`src/rtl/lsfr_rand_arbiter_if.sv`:
```
// lsfr_rand_arbiter_if
//   Request/grant bundle between REQ requesters and the random-priority
//   arbiter.
//   req      : per-requester level request          (master -> slave)
//   done     : current owner releases the resource   (master -> slave)
//   grant    : one-hot registered grant              (slave -> master)
//   grant_id : binary index of grant, 0 when idle    (slave -> master)
//   busy     : resource owned, equals |grant         (slave -> master)
interface lsfr_rand_arbiter_if #(
  parameter int unsigned REQ = 4
);
  localparam int unsigned IDW = $clog2(REQ);

  logic [REQ-1:0] req;
  logic           done;
  logic [REQ-1:0] grant;
  logic [IDW-1:0] grant_id;
  logic           busy;

  modport master (output req, done, input grant, grant_id, busy);
  modport slave  (input req, done, output grant, grant_id, busy);
endinterface

```
`src/rtl/lsfr_rand_arbiter.sv`:
```
// lsfr_rand_arbiter
//   Shares one resource between REQ requesters. On each arbitration the scan
//   start index is taken from the low bits of a free-running Fibonacci LFSR,
//   so priority is randomised and lockstep request patterns cannot starve a
//   requester systematically. A grant is held until the owner asserts done or
//   drops its request; at least one idle cycle separates owners.
//   Ports:
//     clk   : clock, rising edge
//     reset : synchronous, active-high
//     bus   : lsfr_rand_arbiter_if.slave (req, done in; grant, grant_id, busy out)
//   Optional feature, macro LSFR_ARB_STARVE_GUARD_EN:
//     per-requester saturating wait counters; a requester whose counter has
//     reached MAX_WAIT is urgent and the lowest-index urgent requester wins
//     the next arbitration regardless of the LFSR start. MAX_WAIT exists only
//     in that build.
module lsfr_rand_arbiter #(
  parameter int unsigned REQ    = 4,
  parameter int unsigned LSFR_W = 8
`ifdef LSFR_ARB_STARVE_GUARD_EN
  , parameter int unsigned MAX_WAIT = 15
`endif
) (
  input  logic               clk,
  input  logic               reset,
  lsfr_rand_arbiter_if.slave bus
);
  localparam int unsigned IDW = $clog2(REQ);

  // Maximal-length feedback masks (bit n-1 set for tap n).
  function automatic logic [15:0] lsfr_taps(input int unsigned w);
    case (w)
      3:       lsfr_taps = 16'h0006;
      4:       lsfr_taps = 16'h000C;
      5:       lsfr_taps = 16'h0014;
      6:       lsfr_taps = 16'h0030;
      7:       lsfr_taps = 16'h0060;
      8:       lsfr_taps = 16'h00B8;
      9:       lsfr_taps = 16'h0110;
      10:      lsfr_taps = 16'h0240;
      11:      lsfr_taps = 16'h0500;
      12:      lsfr_taps = 16'h0829;
      13:      lsfr_taps = 16'h100D;
      14:      lsfr_taps = 16'h2015;
      15:      lsfr_taps = 16'h6000;
      default: lsfr_taps = 16'hD008;
    endcase
  endfunction

  localparam logic [15:0] TAPS = lsfr_taps(LSFR_W);

  typedef enum logic {IDLE, GRANT} state_t;

  state_t            state_q, state_d;
  logic [LSFR_W-1:0] lsfr_q, lsfr_d;
  logic [REQ-1:0]    grant_q, grant_d;
  logic [IDW-1:0]    grant_id_q, grant_id_d;
  logic              busy_q, busy_d;

  logic [IDW-1:0]    start;
  logic [IDW-1:0]    idx;
  logic              pick_found;
  logic [IDW-1:0]    pick_id;
  logic [IDW-1:0]    win_id;

  always_comb begin
    lsfr_d = {lsfr_q[LSFR_W-2:0], ^(lsfr_q & TAPS[LSFR_W-1:0])};
  end

  // Rotating scan from the LFSR start; REQ is a power of two so the index
  // wraps by plain truncation.
  always_comb begin
    start      = lsfr_q[IDW-1:0];
    idx        = '0;
    pick_found = 1'b0;
    pick_id    = '0;
    for (int unsigned k = 0; k < REQ; k++) begin
      idx = start + k[IDW-1:0];
      if (!pick_found && bus.req[idx]) begin
        pick_found = 1'b1;
        pick_id    = idx;
      end
    end
  end

`ifdef LSFR_ARB_STARVE_GUARD_EN
  localparam int unsigned   CW       = $clog2(MAX_WAIT + 1);
  localparam logic [CW-1:0] WAIT_MAX = CW'(MAX_WAIT);

  logic [CW-1:0]  wait_q [REQ];
  logic [CW-1:0]  wait_d [REQ];
  logic [REQ-1:0] urgent;
  logic           urgent_found;
  logic [IDW-1:0] urgent_id;

  // Urgency also requires a live request so a requester that withdrew in
  // the arbitration cycle can never be granted.
  always_comb begin
    urgent_found = 1'b0;
    urgent_id    = '0;
    for (int unsigned i = 0; i < REQ; i++) begin
      urgent[i] = (wait_q[i] == WAIT_MAX) && bus.req[i];
      if (bus.req[i] && !grant_q[i])
        wait_d[i] = (wait_q[i] == WAIT_MAX) ? wait_q[i] : wait_q[i] + 1'b1;
      else
        wait_d[i] = '0;
      if (!urgent_found && urgent[i]) begin
        urgent_found = 1'b1;
        urgent_id    = i[IDW-1:0];
      end
    end
    win_id = urgent_found ? urgent_id : pick_id;
  end

  always_ff @(posedge clk) begin
    if (reset) wait_q <= '{default: '0};
    else       wait_q <= wait_d;
  end
`else
  always_comb begin
    win_id = pick_id;
  end
`endif

  always_comb begin
    state_d    = state_q;
    grant_d    = grant_q;
    grant_id_d = grant_id_q;
    case (state_q)
      IDLE: begin
        grant_d    = '0;
        grant_id_d = '0;
        if (pick_found) begin
          state_d         = GRANT;
          grant_d[win_id] = 1'b1;
          grant_id_d      = win_id;
        end
      end
      GRANT: begin
        if (bus.done || !bus.req[grant_id_q]) begin
          state_d    = IDLE;
          grant_d    = '0;
          grant_id_d = '0;
        end
      end
      default: begin
        state_d    = IDLE;
        grant_d    = '0;
        grant_id_d = '0;
      end
    endcase
    busy_d = |grant_d;
  end

  always_ff @(posedge clk) begin
    if (reset) begin
      state_q    <= IDLE;
      lsfr_q     <= {{(LSFR_W-1){1'b0}}, 1'b1};
      grant_q    <= '0;
      grant_id_q <= '0;
      busy_q     <= 1'b0;
    end else begin
      state_q    <= state_d;
      lsfr_q     <= lsfr_d;
      grant_q    <= grant_d;
      grant_id_q <= grant_id_d;
      busy_q     <= busy_d;
    end
  end

  assign bus.grant    = grant_q;
  assign bus.grant_id = grant_id_q;
  assign bus.busy     = busy_q;
endmodule
```
`src/flat_wrapper.sv`:
```
// flat-port wrapper written by rule: the top's interface ports become plain ports
module lsfr_rand_arbiter_flat 
#(
  parameter int unsigned REQ    = 4,
  parameter int unsigned LSFR_W = 8

)
  (clk, reset, bus_req, bus_done, bus_grant, bus_grant_id, bus_busy);
  lsfr_rand_arbiter_if #(.REQ(REQ)) bus_i ();
  input  logic clk;
  input  logic reset;
  input wire logic [$bits(bus_i.req)-1:0] bus_req;
  input wire logic [$bits(bus_i.done)-1:0] bus_done;
  output wire logic [$bits(bus_i.grant)-1:0] bus_grant;
  output wire logic [$bits(bus_i.grant_id)-1:0] bus_grant_id;
  output wire logic [$bits(bus_i.busy)-1:0] bus_busy;
  assign bus_i.req = bus_req;
  assign bus_i.done = bus_done;
  assign bus_grant = bus_i.grant;
  assign bus_grant_id = bus_i.grant_id;
  assign bus_busy = bus_i.busy;
  lsfr_rand_arbiter #(.REQ(REQ), .LSFR_W(LSFR_W)) u_core (.clk(clk), .reset(reset), .bus(bus_i));
endmodule
```
`config.mk`:
```
export PLATFORM = sky130hd
export DESIGN_NAME = lsfr_rand_arbiter_flat
export DESIGN_NICKNAME = d
export VERILOG_FILES = /design/src/rtl/lsfr_rand_arbiter_if.sv /design/src/rtl/lsfr_rand_arbiter.sv /design/src/flat_wrapper.sv
export SDC_FILE = /design/constraint.sdc
export NUM_CORES = 1
export LEC_CHECK = 0
export CORE_MARGIN = 1
export CORE_UTILIZATION = 43
export DETAILED_ROUTE_END_ITERATION = 10
export PLACE_DENSITY = 0.81
export SLEW_MARGIN = 0
export SYNTH_ARGS = -nofsm -noshare
export SYNTH_HDL_FRONTEND = slang
export SYNTH_SLANG_ARGS = --single-unit
```
`constraint.sdc`:
```
create_clock -name clk -period 1.3 [get_ports clk]
set_clock_uncertainty 0.05 [all_clocks]
set_input_delay 0.39 -clock clk [delete_from_list [all_inputs] [get_ports clk]]
set_output_delay 0.39 -clock clk [all_outputs]
set_load 0.01 [all_outputs]
```
==> out/qor.yml <==
hold_slack_ns: 0.396
wl_met1_um: 760
crit_required_ns: 1.46
cp_max_fo: 3
post-route-drc-count: 0
met2_length_um: 947
r2r_slack_ns: -0.08
fp.dieW_um: 41.8
slew_viol_final: 0
synth_edf_count: 0
dieArea_um2: 1750
area_delta_synth_final_pct: 57.2
htreeDepth: 1
tightest_slew_ns: 0.308
holdCritPathClass: "reg -> reg"
synthCells: 68
pre_cts_ws_ns: -0.663
ant_nets: 0
max_freq_mhz: 724
wl_per_cell_um: 14.9
synth_nets: 75
cts.sinks: 16
syn-cell-area_um2: 682
fillers: 112
grt_use_total_pct: 23.4
n_antenna_cell: 0
chipHeight_um: 41.8
drt-pass1-iter-count: 2
cts.clk_slew.worst_paths_ns: 0.09
hold_viol: 0
core_um2: 1490
cellPowerDensity_nw_per_um2: 1000
period_share_pct: 106
period_minus_slack_ns: 1.38
avgSynthCellArea_um2: 10.0
async_reset_ff_share_pct: 0
wl_met3_um: 55
avgViaCountPerCell: 5.20
synth_warnings: 0
ys_seq_elements: 16
seq_area_frac_synth_pct: 47.0
cts_buffers: 3
cts_tree: "done"
start_util_pct: 45.8
io_pins: 14
fin_cells: 120
worst_slack_ns: -0.0805
yosys.cell_types.count: 28
grt_pass1_wl_um: 2980
worstSetupEndpointType: "register"
clock_latency_ns: 0.29
relSlewSlack_pct: 79.1
postLayoutCoreUtil_pct: 72.0
cts_buffer_depth: 2
drive_gt1_share_pct: 55.8
slowest_delay_ns: 0.43
yosysTopAreaCell: "dfxtp_1"
wl_um: 1780
peakVddDrop_mv: 0.630
path_cells: "dlygate4sd2_1, nand2b_4, or3b_4, o31a_4, nor2_4, o2bb2ai_2"
rows: 14
synthFlopType: "dfxtp_1"
routed.top_layer: "met4"
drt-initial-drc-count: 3
antenna_found_initial: 0
dp_hpwl_um: 1240
critPathKind: "in -> reg"
crit_family: "simple AND/OR/NAND/NOR gates"
setup_viol: 9
dpl-instance-area_um2: 978
yosys.area.top_type_share_pct: 47.0
max_cap_viol_count: 0
design_area_um2: 1070
clockRootBuffer: "clkbuf_4"
vias: 624
crit_arrival_ns: 1.54
grt_pass1_vias: 670
power_leakage_nw: 0.486
crit_buf_inv: 1
grt-ovfl-total: 0
synth_area_leaders: "dfxtp_1, nor2b_1, o31ai_4, a21oi_1, mux2i_1"
yosysMostFrequentCell: "dfxtp_1"
place_inst: 115
failed_checks: "negative setup slack"
critPathSlowestCell: "or3b_4"
portBuffers: 13
final_nets: 113
finalWeightedCongestion: 0.825
grt_max_degree: 9
rsz0062_at_grt: "yes"
status: "finished with violations"
startpoint_type: "input port"
yosys-top-cells-count: "dfxtp_1, nor2b_1, inv_1, nor2_1, a21oi_1"
sequential cells by signal (all words and copies together), names as in the netlist:
name	flops
u_core.bus.grant	4
u_core.state_q	1
u_core.bus.grant_id	2
u_core.bus.busy	1
u_core.lsfr_q	8
final cells by class:
cell class | instances | area [µm²] | share of cell area (%)
clock buffer | 3 | 22.5 | 2.10
inverter | 5 | 18.8 | 1.75
sequential | 16 | 337 | 31.4
multi-input combinational | 46 | 417 | 38.9
timing repair buffer | 34 | 258 | 24.0
tap | 16 | 20.0 | 1.87
layer usage:
metal  vias up  global-route usage [%]
met4         0                    11.0
met3         3                    5.65
li1        317                       -
met1       294                    25.9
met2        10                    41.6
met5         -                       0
metrics by stage:
step,total power [W],setup TNS (ns)
after floorplan,0.000655,-0.249
after global placement,0.000791,-5.40
after detailed placement,0.000800,-5.66
after CTS,0.00107,-0.471
after global routing,0.00113,-1.02
final,0.00108,-0.408
path summary, 6_finish.rpt:
check / from / end / cells after the start
setup / recovery: bus_done / u_core.bus.grant[2] / 6
hold / removal: u_core.lsfr_q[6] / u_core.lsfr_q[7] / 1
setup reg to reg: u_core.bus.grant_id[0] / u_core.bus.grant[2] / 5
hold reg to reg: u_core.lsfr_q[6] / u_core.lsfr_q[7] / 1
layout by cell type (no fill, tap or decap), types with 4 or more instances in the layout:
cell and n:
nor2_1 5, nor2b_1 5, dfxtp_1 9, buf_4 20, dfxtp_2 4, inv_1 5, buf_2 6
where the power goes:
| group | internal (W) | total [W] | switching [W] |
|---|---|---|---|
| combinational | 0.000154 | 0.000278 | 0.000124 |
| clock | 0.000108 | 0.000254 | 0.000146 |
| sequential | 0.000520 | 0.000545 | 0.0000241 |
| total | 0.000782 | 0.00108 | 0.000295 |
logic make-up (layout without fill, tap and decap cells):
family	count (synthesis)	after routing	share of synthesized area [%]
buffers and inverters	6	42	3.30
AO/OA/AOI/OAI	19	19	24.0
AND/OR/NAND/NOR	22	22	18.9
flip-flops	16	16	47.0
XOR/XNOR	3	3	3.85
multiplexers	2	2	2.94
what timing repair did:
item,in CTS,in global routing
gates resized for setup,49,15
hold buffers,0,0
setup buffers,2,1
setup endpoints to repair,15,14
pin swaps,6,8
Note: power is estimated with default switching activity, not from simulation.
